$ cat src/rtl/debounce_pkg.sv
// Shared defaults and threshold helpers for the debouncer family.
// Thresholds sit at 1/4 and 3/4 of the integrator range to give symmetric hysteresis.
package debounce_pkg;

  localparam int CNT_MAX_DEF  = 1024;
  localparam int LONG_CYC_DEF = 1 << 20;
  localparam int RPT_CYC_DEF  = 1 << 18;

  typedef struct packed {
    int unsigned hi;
    int unsigned lo;
  } th_t;

  function automatic th_t derive_th(input int unsigned cnt_max);
    th_t t;
    t.hi = (3 * cnt_max) / 4;
    t.lo = cnt_max / 4;
    return t;
  endfunction

  function automatic int th_hi_of(input int unsigned cnt_max);
    th_t t;
    t = derive_th(cnt_max);
    return int'(t.hi);
  endfunction

  function automatic int th_lo_of(input int unsigned cnt_max);
    th_t t;
    t = derive_th(cnt_max);
    return int'(t.lo);
  endfunction

endpackage

$ cat src/rtl/debounce_ch.sv
// One debounce channel: 2-FF sync, saturating integrator, hysteresis level, edge/long pulses.
// Auto-repeat counter only exists when DEBOUNCE_MC_RPT_EN is defined; otherwise rpt is tied low.
module debounce_ch
  import debounce_pkg::*;
#(
  parameter int CNT_W    = 16,
  parameter int CNT_MAX  = CNT_MAX_DEF,
  parameter int TH_HI    = th_hi_of(CNT_MAX),
  parameter int TH_LO    = th_lo_of(CNT_MAX),
  parameter int LONG_W   = 24,
  parameter int LONG_CYC = LONG_CYC_DEF,
  parameter int RPT_CYC  = RPT_CYC_DEF
) (
  input  logic i_clk,
  input  logic i_rst,
  input  logic raw,
  output logic level,
  output logic rise,
  output logic fall,
  output logic long_pulse,
  output logic rpt
);

  localparam logic [CNT_W-1:0]  CNT_MAX_V  = CNT_W'(CNT_MAX);
  localparam logic [CNT_W-1:0]  TH_HI_V    = CNT_W'(TH_HI);
  localparam logic [CNT_W-1:0]  TH_LO_V    = CNT_W'(TH_LO);
  localparam logic [LONG_W-1:0] LONG_V     = LONG_W'(LONG_CYC);
  localparam logic [LONG_W-1:0] LONG_M1_V  = LONG_W'(LONG_CYC - 1);

  // The repeat counter shares the hold counter width.
  if (RPT_CYC < 1 || longint'(RPT_CYC) >= (longint'(1) << LONG_W)) begin : g_bad_rpt
    $error("debounce_ch: RPT_CYC must be in [1, 2**LONG_W)");
  end

  logic [1:0]        sync;
  logic [CNT_W-1:0]  cnt;
  logic [LONG_W-1:0] hold;
  logic              s;
  logic              above_hi;
  logic              below_lo;

  assign s        = sync[1];
  assign above_hi = (cnt > TH_HI_V);
  assign below_lo = (cnt < TH_LO_V);

  always_ff @(posedge i_clk or posedge i_rst) begin
    if (i_rst) begin
      sync <= '0;
      cnt  <= '0;
    end else begin
      sync <= {sync[0], raw};
      if (s && (cnt < CNT_MAX_V)) begin
        cnt <= cnt + 1'b1;
      end else if (!s && (cnt != '0)) begin
        cnt <= cnt - 1'b1;
      end
    end
  end

  // Level and its edge pulses are all decided from the same registered cnt.
  always_ff @(posedge i_clk or posedge i_rst) begin
    if (i_rst) begin
      level <= 1'b0;
      rise  <= 1'b0;
      fall  <= 1'b0;
    end else begin
      if (above_hi) begin
        level <= 1'b1;
      end else if (below_lo) begin
        level <= 1'b0;
      end
      rise <= above_hi & ~level;
      fall <= below_lo & level;
    end
  end

  // hold saturates at LONG_CYC so the long pulse fires once per press.
  always_ff @(posedge i_clk or posedge i_rst) begin
    if (i_rst) begin
      hold       <= '0;
      long_pulse <= 1'b0;
    end else begin
      if (!level) begin
        hold <= '0;
      end else if (hold < LONG_V) begin
        hold <= hold + 1'b1;
      end
      long_pulse <= level & (hold == LONG_M1_V);
    end
  end

`ifdef DEBOUNCE_MC_RPT_EN
  localparam logic [LONG_W-1:0] RPT_M1_V = LONG_W'(RPT_CYC - 1);

  logic [LONG_W-1:0] rpt_cnt;
  logic              rpt_run;
  logic              rpt_hit;

  // Runs only once hold has saturated, i.e. from the cycle after the long pulse.
  assign rpt_run = level & (hold == LONG_V);
  assign rpt_hit = rpt_run & (rpt_cnt == RPT_M1_V);

  always_ff @(posedge i_clk or posedge i_rst) begin
    if (i_rst) begin
      rpt_cnt <= '0;
      rpt     <= 1'b0;
    end else begin
      rpt <= rpt_hit;
      if (!rpt_run || rpt_hit) begin
        rpt_cnt <= '0;
      end else begin
        rpt_cnt <= rpt_cnt + 1'b1;
      end
    end
  end
`else
  assign rpt = 1'b0;
`endif

endmodule

$ cat src/rtl/debounce_mc.sv
// N_CH independent debounce channels with level, press/release, long-press and repeat pulses.
// Build with DEBOUNCE_MC_RPT_EN to enable o_rpt; without it o_rpt is constant 0.
module debounce_mc
  import debounce_pkg::*;
#(
  parameter int N_CH     = 4,
  parameter int CNT_W    = 16,
  parameter int CNT_MAX  = CNT_MAX_DEF,
  parameter int TH_HI    = th_hi_of(CNT_MAX),
  parameter int TH_LO    = th_lo_of(CNT_MAX),
  parameter int LONG_W   = 24,
  parameter int LONG_CYC = LONG_CYC_DEF,
  parameter int RPT_CYC  = RPT_CYC_DEF
) (
  input  logic            i_clk,
  input  logic            i_rst,
  input  logic [N_CH-1:0] i_btn,
  output logic [N_CH-1:0] o_btn,
  output logic [N_CH-1:0] o_rise,
  output logic [N_CH-1:0] o_fall,
  output logic [N_CH-1:0] o_long,
  output logic [N_CH-1:0] o_rpt
);

  if (N_CH < 1) begin : g_bad_nch
    $error("debounce_mc: N_CH must be >= 1");
  end
  if (CNT_MAX < 1 || longint'(CNT_MAX) >= (longint'(1) << CNT_W)) begin : g_bad_cnt
    $error("debounce_mc: CNT_MAX must be in [1, 2**CNT_W)");
  end
  if (!(TH_LO > 0 && TH_LO < TH_HI && TH_HI < CNT_MAX)) begin : g_bad_th
    $error("debounce_mc: thresholds must satisfy 0 < TH_LO < TH_HI < CNT_MAX");
  end
  if (LONG_CYC < 1 || longint'(LONG_CYC) >= (longint'(1) << LONG_W)) begin : g_bad_long
    $error("debounce_mc: LONG_CYC must be in [1, 2**LONG_W)");
  end

  for (genvar i = 0; i < N_CH; i++) begin : g_ch
    debounce_ch #(
      .CNT_W    (CNT_W),
      .CNT_MAX  (CNT_MAX),
      .TH_HI    (TH_HI),
      .TH_LO    (TH_LO),
      .LONG_W   (LONG_W),
      .LONG_CYC (LONG_CYC),
      .RPT_CYC  (RPT_CYC)
    ) u_ch (
      .i_clk      (i_clk),
      .i_rst      (i_rst),
      .raw        (i_btn[i]),
      .level      (o_btn[i]),
      .rise       (o_rise[i]),
      .fall       (o_fall[i]),
      .long_pulse (o_long[i]),
      .rpt        (o_rpt[i])
    );
  end

endmodule

$ cat config.mk
export PLATFORM = sky130hd
export DESIGN_NAME = debounce_mc
export DESIGN_NICKNAME = d
export VERILOG_FILES = /design/src/rtl/debounce_pkg.sv /design/src/rtl/debounce_ch.sv /design/src/rtl/debounce_mc.sv
export SDC_FILE = /design/constraint.sdc
export NUM_CORES = 1
export LEC_CHECK = 0
export CORE_MARGIN = 5
export CORE_UTILIZATION = 55
export DETAILED_ROUTE_END_ITERATION = 16
export GPL_ROUTABILITY_DRIVEN = 0
export HOLD_SLACK_MARGIN = 0.03
export PLACE_DENSITY = 0.72
export RECOVER_POWER = 100
export SYNTH_ARGS = -nofsm -noshare
export SYNTH_HDL_FRONTEND = slang
export SYNTH_HIERARCHICAL = 1
export SYNTH_SLANG_ARGS = --single-unit
export TNS_END_PERCENT = 100
$ cat constraint.sdc
create_clock -name i_clk -period 5.25 [get_ports i_clk]
set_input_delay 1.05 -clock i_clk [delete_from_list [all_inputs] [get_ports i_clk]]
set_output_delay 1.05 -clock i_clk [all_outputs]
set_load 0.02 [all_outputs]
==> summary.txt <==
Status
  – Outcome: finished, violations left
  – Violated checks: capacitance limit, slew limit

Critical path
  – Crit Path Category: reg -> reg
  – Crit path launch: g_ch[1].u_ch/cnt[15]
  – Buffer and inverter count on the worst path: 0
  – CP delay by family, top: simple AND/OR/NAND/NOR gates
  – CP max stage cell: nor4_1
  – Biggest cell delay along the critical path: 700 ps
  – Instance count on the critical path: 9
  – Worst-path fanout max: 15
  – Critical-path cell list: nor4_1 -> and2_0 -> nand2_1 -> ha_1 -> a21oi_1 -> o21a_1 -> o22a_1 -> o211ai_1 -> a221o_1
  – Crit end category: register
  – FF-to-FF setup slack: ~1500 ps
  – Critical path launch point type: register
  – Required time of the worst setup path: 5550 ps
  – Crit path to: g_ch[1].u_ch/cnt[15]
  – R2r endpoint: g_ch[1].u_ch/cnt[15]
  – RR Startpoint: g_ch[1].u_ch/cnt[15]
  – Worst reg2reg path depth: 9
  – Worst EP arrival: just over 4000 ps

STA
  – Tightest Pin Transition: approximately 1800 ps
  – Hold slack: approximately 350 ps
  – Slew HR: -19.4%
  – RSZ-0062 raised after global routing: no
  – Setup violators final: 0
  – Slew Limit Fails: 188
  – Fmax: 268 MHz
  – Minimum clock period: 3730 ps
  – Fin Clk Skew: 12.7 ps
  – TNS Setup: 0 ps
  – Fin crit share: 71.1%
  – Hold Vio Cnt, Final: 0

Power and ir drop
  – Leakage power: 5.29 nW
  – Seq pwr share: 31.1%
  – Power Density: 593 nW/um^2
  – Pwr Total: 7.12 mW
  – Clock power frac: 17.1%
  – Sw frac: 43.1%
  – Int Power: slightly above 4 mW
  – Comb power frac: around half
  – Peak supply drop: about 0.32 mV
  – Sw power: 3.07 mW

CTS
  – CTS resizes: 0
  – Root buffer cell: clkbuf_16
  – Worst-Skew Late Latency: 430 ps
  – Post-CTS Hold Fix Bufs: 0
  – CTS tree: built
  – Clock transition at path regs: 70 ps
  – CTS H-tree lvls: 4
  – Longest Clk Path Bufs: 2
  – Setup Fix Bufs, Post-CTS: 0
  – # clock sinks: around 180
  – Inserted Clock Buffers: 17

Drt
  – WL final: roughly 22,000 um
  – Vias: 8,589
  – Drc violations: 0
  – Avg WL per Cell: 14.9 um
  – Via density: 5.87
  – DRT antenna net count: 0
  – DRT iter0 DRCs: between 400 and 500
  – Drt first pass iters: 5

Synth
  – Asr flop ratio synth: 100%
  – Synthesized area per cell: 9.56 um^2
  – Number of enable flip-flop cells after synthesis: 0
  – Sequential share of the synthesized area: 40.8%
  – Xor/xnor share of the synthesized area: 7.77%
  – Largest family of logic cells by synthesized area: simple AND/OR/NAND/NOR gates
  – Post-synthesis mux area share: 0%
  – Syn Std Cell Area: between 10,000 and 15,000 um^2
  – Synth Area in Adders: about 7.4%
  – Register bit total from synthesis: between 150 and 200
  – Post-synthesis compound-gate area fraction: 16.9%
  – Synth cell types: 49
  – YS warnings: 6
  – Simple-gate share of the synthesized area: 24.0%
  – Synth Instances: 1,180
  – Syn_nets: 1,250
  – Top_reg_cell synth: dfrtp_1

Cells and area
  – Commonest cells after routing, fill and taps aside: 184 x dfrtp_1, 124 x nand2_1, 76 x xnor2_1, 64 x a21oi_1, 64 x o21ai_0
  – Layout cells sized above 1: 3.02%
  – N_diodes: 0
  – P&R area growth vs syn: 6.60%
  – Commonest non-fill, non-tap cell in the layout: dfrtp_1
  – Fill cells: 1,760
  – Nets@finish: 1,250

Floorplanning
  – Core area: 20,200 um^2
  – Die width: 153 um
  – Cell row count: 52
  – I/O Pins: 26
  – DIE AREA: 23,500 um^2
  – Initial Utilization: 55.7%
  – Die Ht: 153 um

Flow run
  – Maxcap violations: 4

GRT
  – GRT overflow: 0
  – Met2 Use GR: between 30% and 40%
  – Initial antenna violation count: 0
  – Vias in the first global route: between 8,000 and 9,000
  – Top Usage Layer GRT: met2
  – GR Layer Usage met1: around a quarter
  – Global-route wire length before repair: 38,100 um
  – Met3 Use GR: about 3.3%
  – Largest net degree at the start of global routing: 47
  – Tot GR Track Use: between 10% and 20%

Place
  – I/O Buffers: 21
  – HPWL Detailed: 15,100 um

Min path
  – Hold Crit Class: reg -> reg
[synth_stat cells (12+ instances only)]
| cell | number | area, um^2 |
|---|---|---|
| a211oi_1 | 12 | 90.1 |
| ha_1 | 60 | 751 |
| xnor2_1 | 76 | 666 |
| xor2_1 | 24 | 210 |
| a21oi_1 | 64 | 320 |
| nand4_1 | 36 | 225 |
| o211ai_1 | 24 | 180 |
| a21o_1 | 16 | 120 |
| buf_2 | 12 | 60.1 |
| nor4_1 | 20 | 125 |
| dfrtp_1 | 184 | 4600 |
| nor2_1 | 56 | 210 |
| nand3_1 | 44 | 220 |
| o21a_1 | 12 | 90.1 |
| clkbuf_1 | 20 | 75.1 |
| a221o_1 | 16 | 160 |
| o21ai_0 | 64 | 320 |
| o2111a_1 | 12 | 135 |
| and3_1 | 20 | 125 |
| inv_1 | 36 | 135 |
| nand2_1 | 124 | 465 |
| and4_1 | 20 | 175 |
| and2_1 | 96 | 601 |
[final cells by class]
| type | count | area, um^2 | area share, % |
|---|---|---|---|
| inverters | 36 | 135 | 1.12 |
| clock inverters | 13 | 114 | 0.947 |
| repair buffers | 21 | 210 | 1.75 |
| flip-flops and latches | 184 | 4600 | 38.3 |
| multi-input cells | 920 | 6170 | 51.3 |
| clock buffers | 19 | 453 | 3.77 |
| well taps | 270 | 338 | 2.81 |
[through the flow]
step	util [%]	cells	setup slack (ps)	cell area [um^2]
after global placement	57.4	1431	1950	11600
after CTS	60.2	1463	1850	12200
after detailed placement	57.4	1431	1880	11600
after global routing	59.4	1463	1280	12000
after floorplan	-	1180	2290	11300
final	59.4	1463	1520	12000
[worst reg2reg max path: stages (launching register included)]
cell	delay, ps
dfrtp_1	430
nor4_1	700
and2_0	290
nand2_1	390
ha_1	540
a21oi_1	380
o21a_1	260
o22a_1	170
o211ai_1	100
a221o_1	360
[state kept, by name, indices dropped and copies added (netlist names)]
name / count
g_ch.u_ch/cnt: 64
g_ch.u_ch/fall: 4
g_ch.u_ch/hold: 96
g_ch.u_ch/level: 4
g_ch.u_ch/long_pulse: 4
g_ch.u_ch/rise: 4
g_ch.u_ch/sync: 8
[power by group through the flow]
stage | logic, mW | clock network (mW) | registers (mW)
3_5_place_dp | 3.66 | 0 | 2.24
5_1_grt | 4.16 | 1.33 | 2.27
4_1_cts | 3.69 | 1.26 | 2.22
6_report | 3.69 | 1.22 | 2.22
2_1_floorplan | 3.03 | 0 | 2.13
3_3_place_gp | 3.58 | 0 | 2.23
[cells by family (layout without fill, tap and decap cells)]
kind of cell    after synthesis  after routing
flops                       184            184
compound gates              276            276
simple gates                476            476
buf+inv                      76             89
xor+xnor                    100            100
other cells                   4              4
fa+ha+maj                    64             64
[routing by layer]
metal	vias up	wire (um)
met3	18	743
met1	4136	10600
met5	-	0
li1	4297	-
met2	138	10300
met4	0	247
[how the worst min path moves through the flow]
stage / from / end / slack, ps / cells past startpoint
after floorplan: g_ch[0].u_ch/sync[0] / g_ch[0].u_ch/sync[1] / 330 / 0
after global placement: g_ch[3].u_ch/sync[0] / g_ch[3].u_ch/sync[1] / 330 / 0
after detailed placement: g_ch[3].u_ch/sync[0] / g_ch[3].u_ch/sync[1] / 330 / 0
after CTS: g_ch[3].u_ch/sync[0] / g_ch[3].u_ch/sync[1] / 350 / 0
after global routing: g_ch[3].u_ch/sync[0] / g_ch[3].u_ch/sync[1] / 350 / 0
final: g_ch[3].u_ch/sync[0] / g_ch[3].u_ch/sync[1] / 350 / 0
Power figures use the tool's default switching activity.
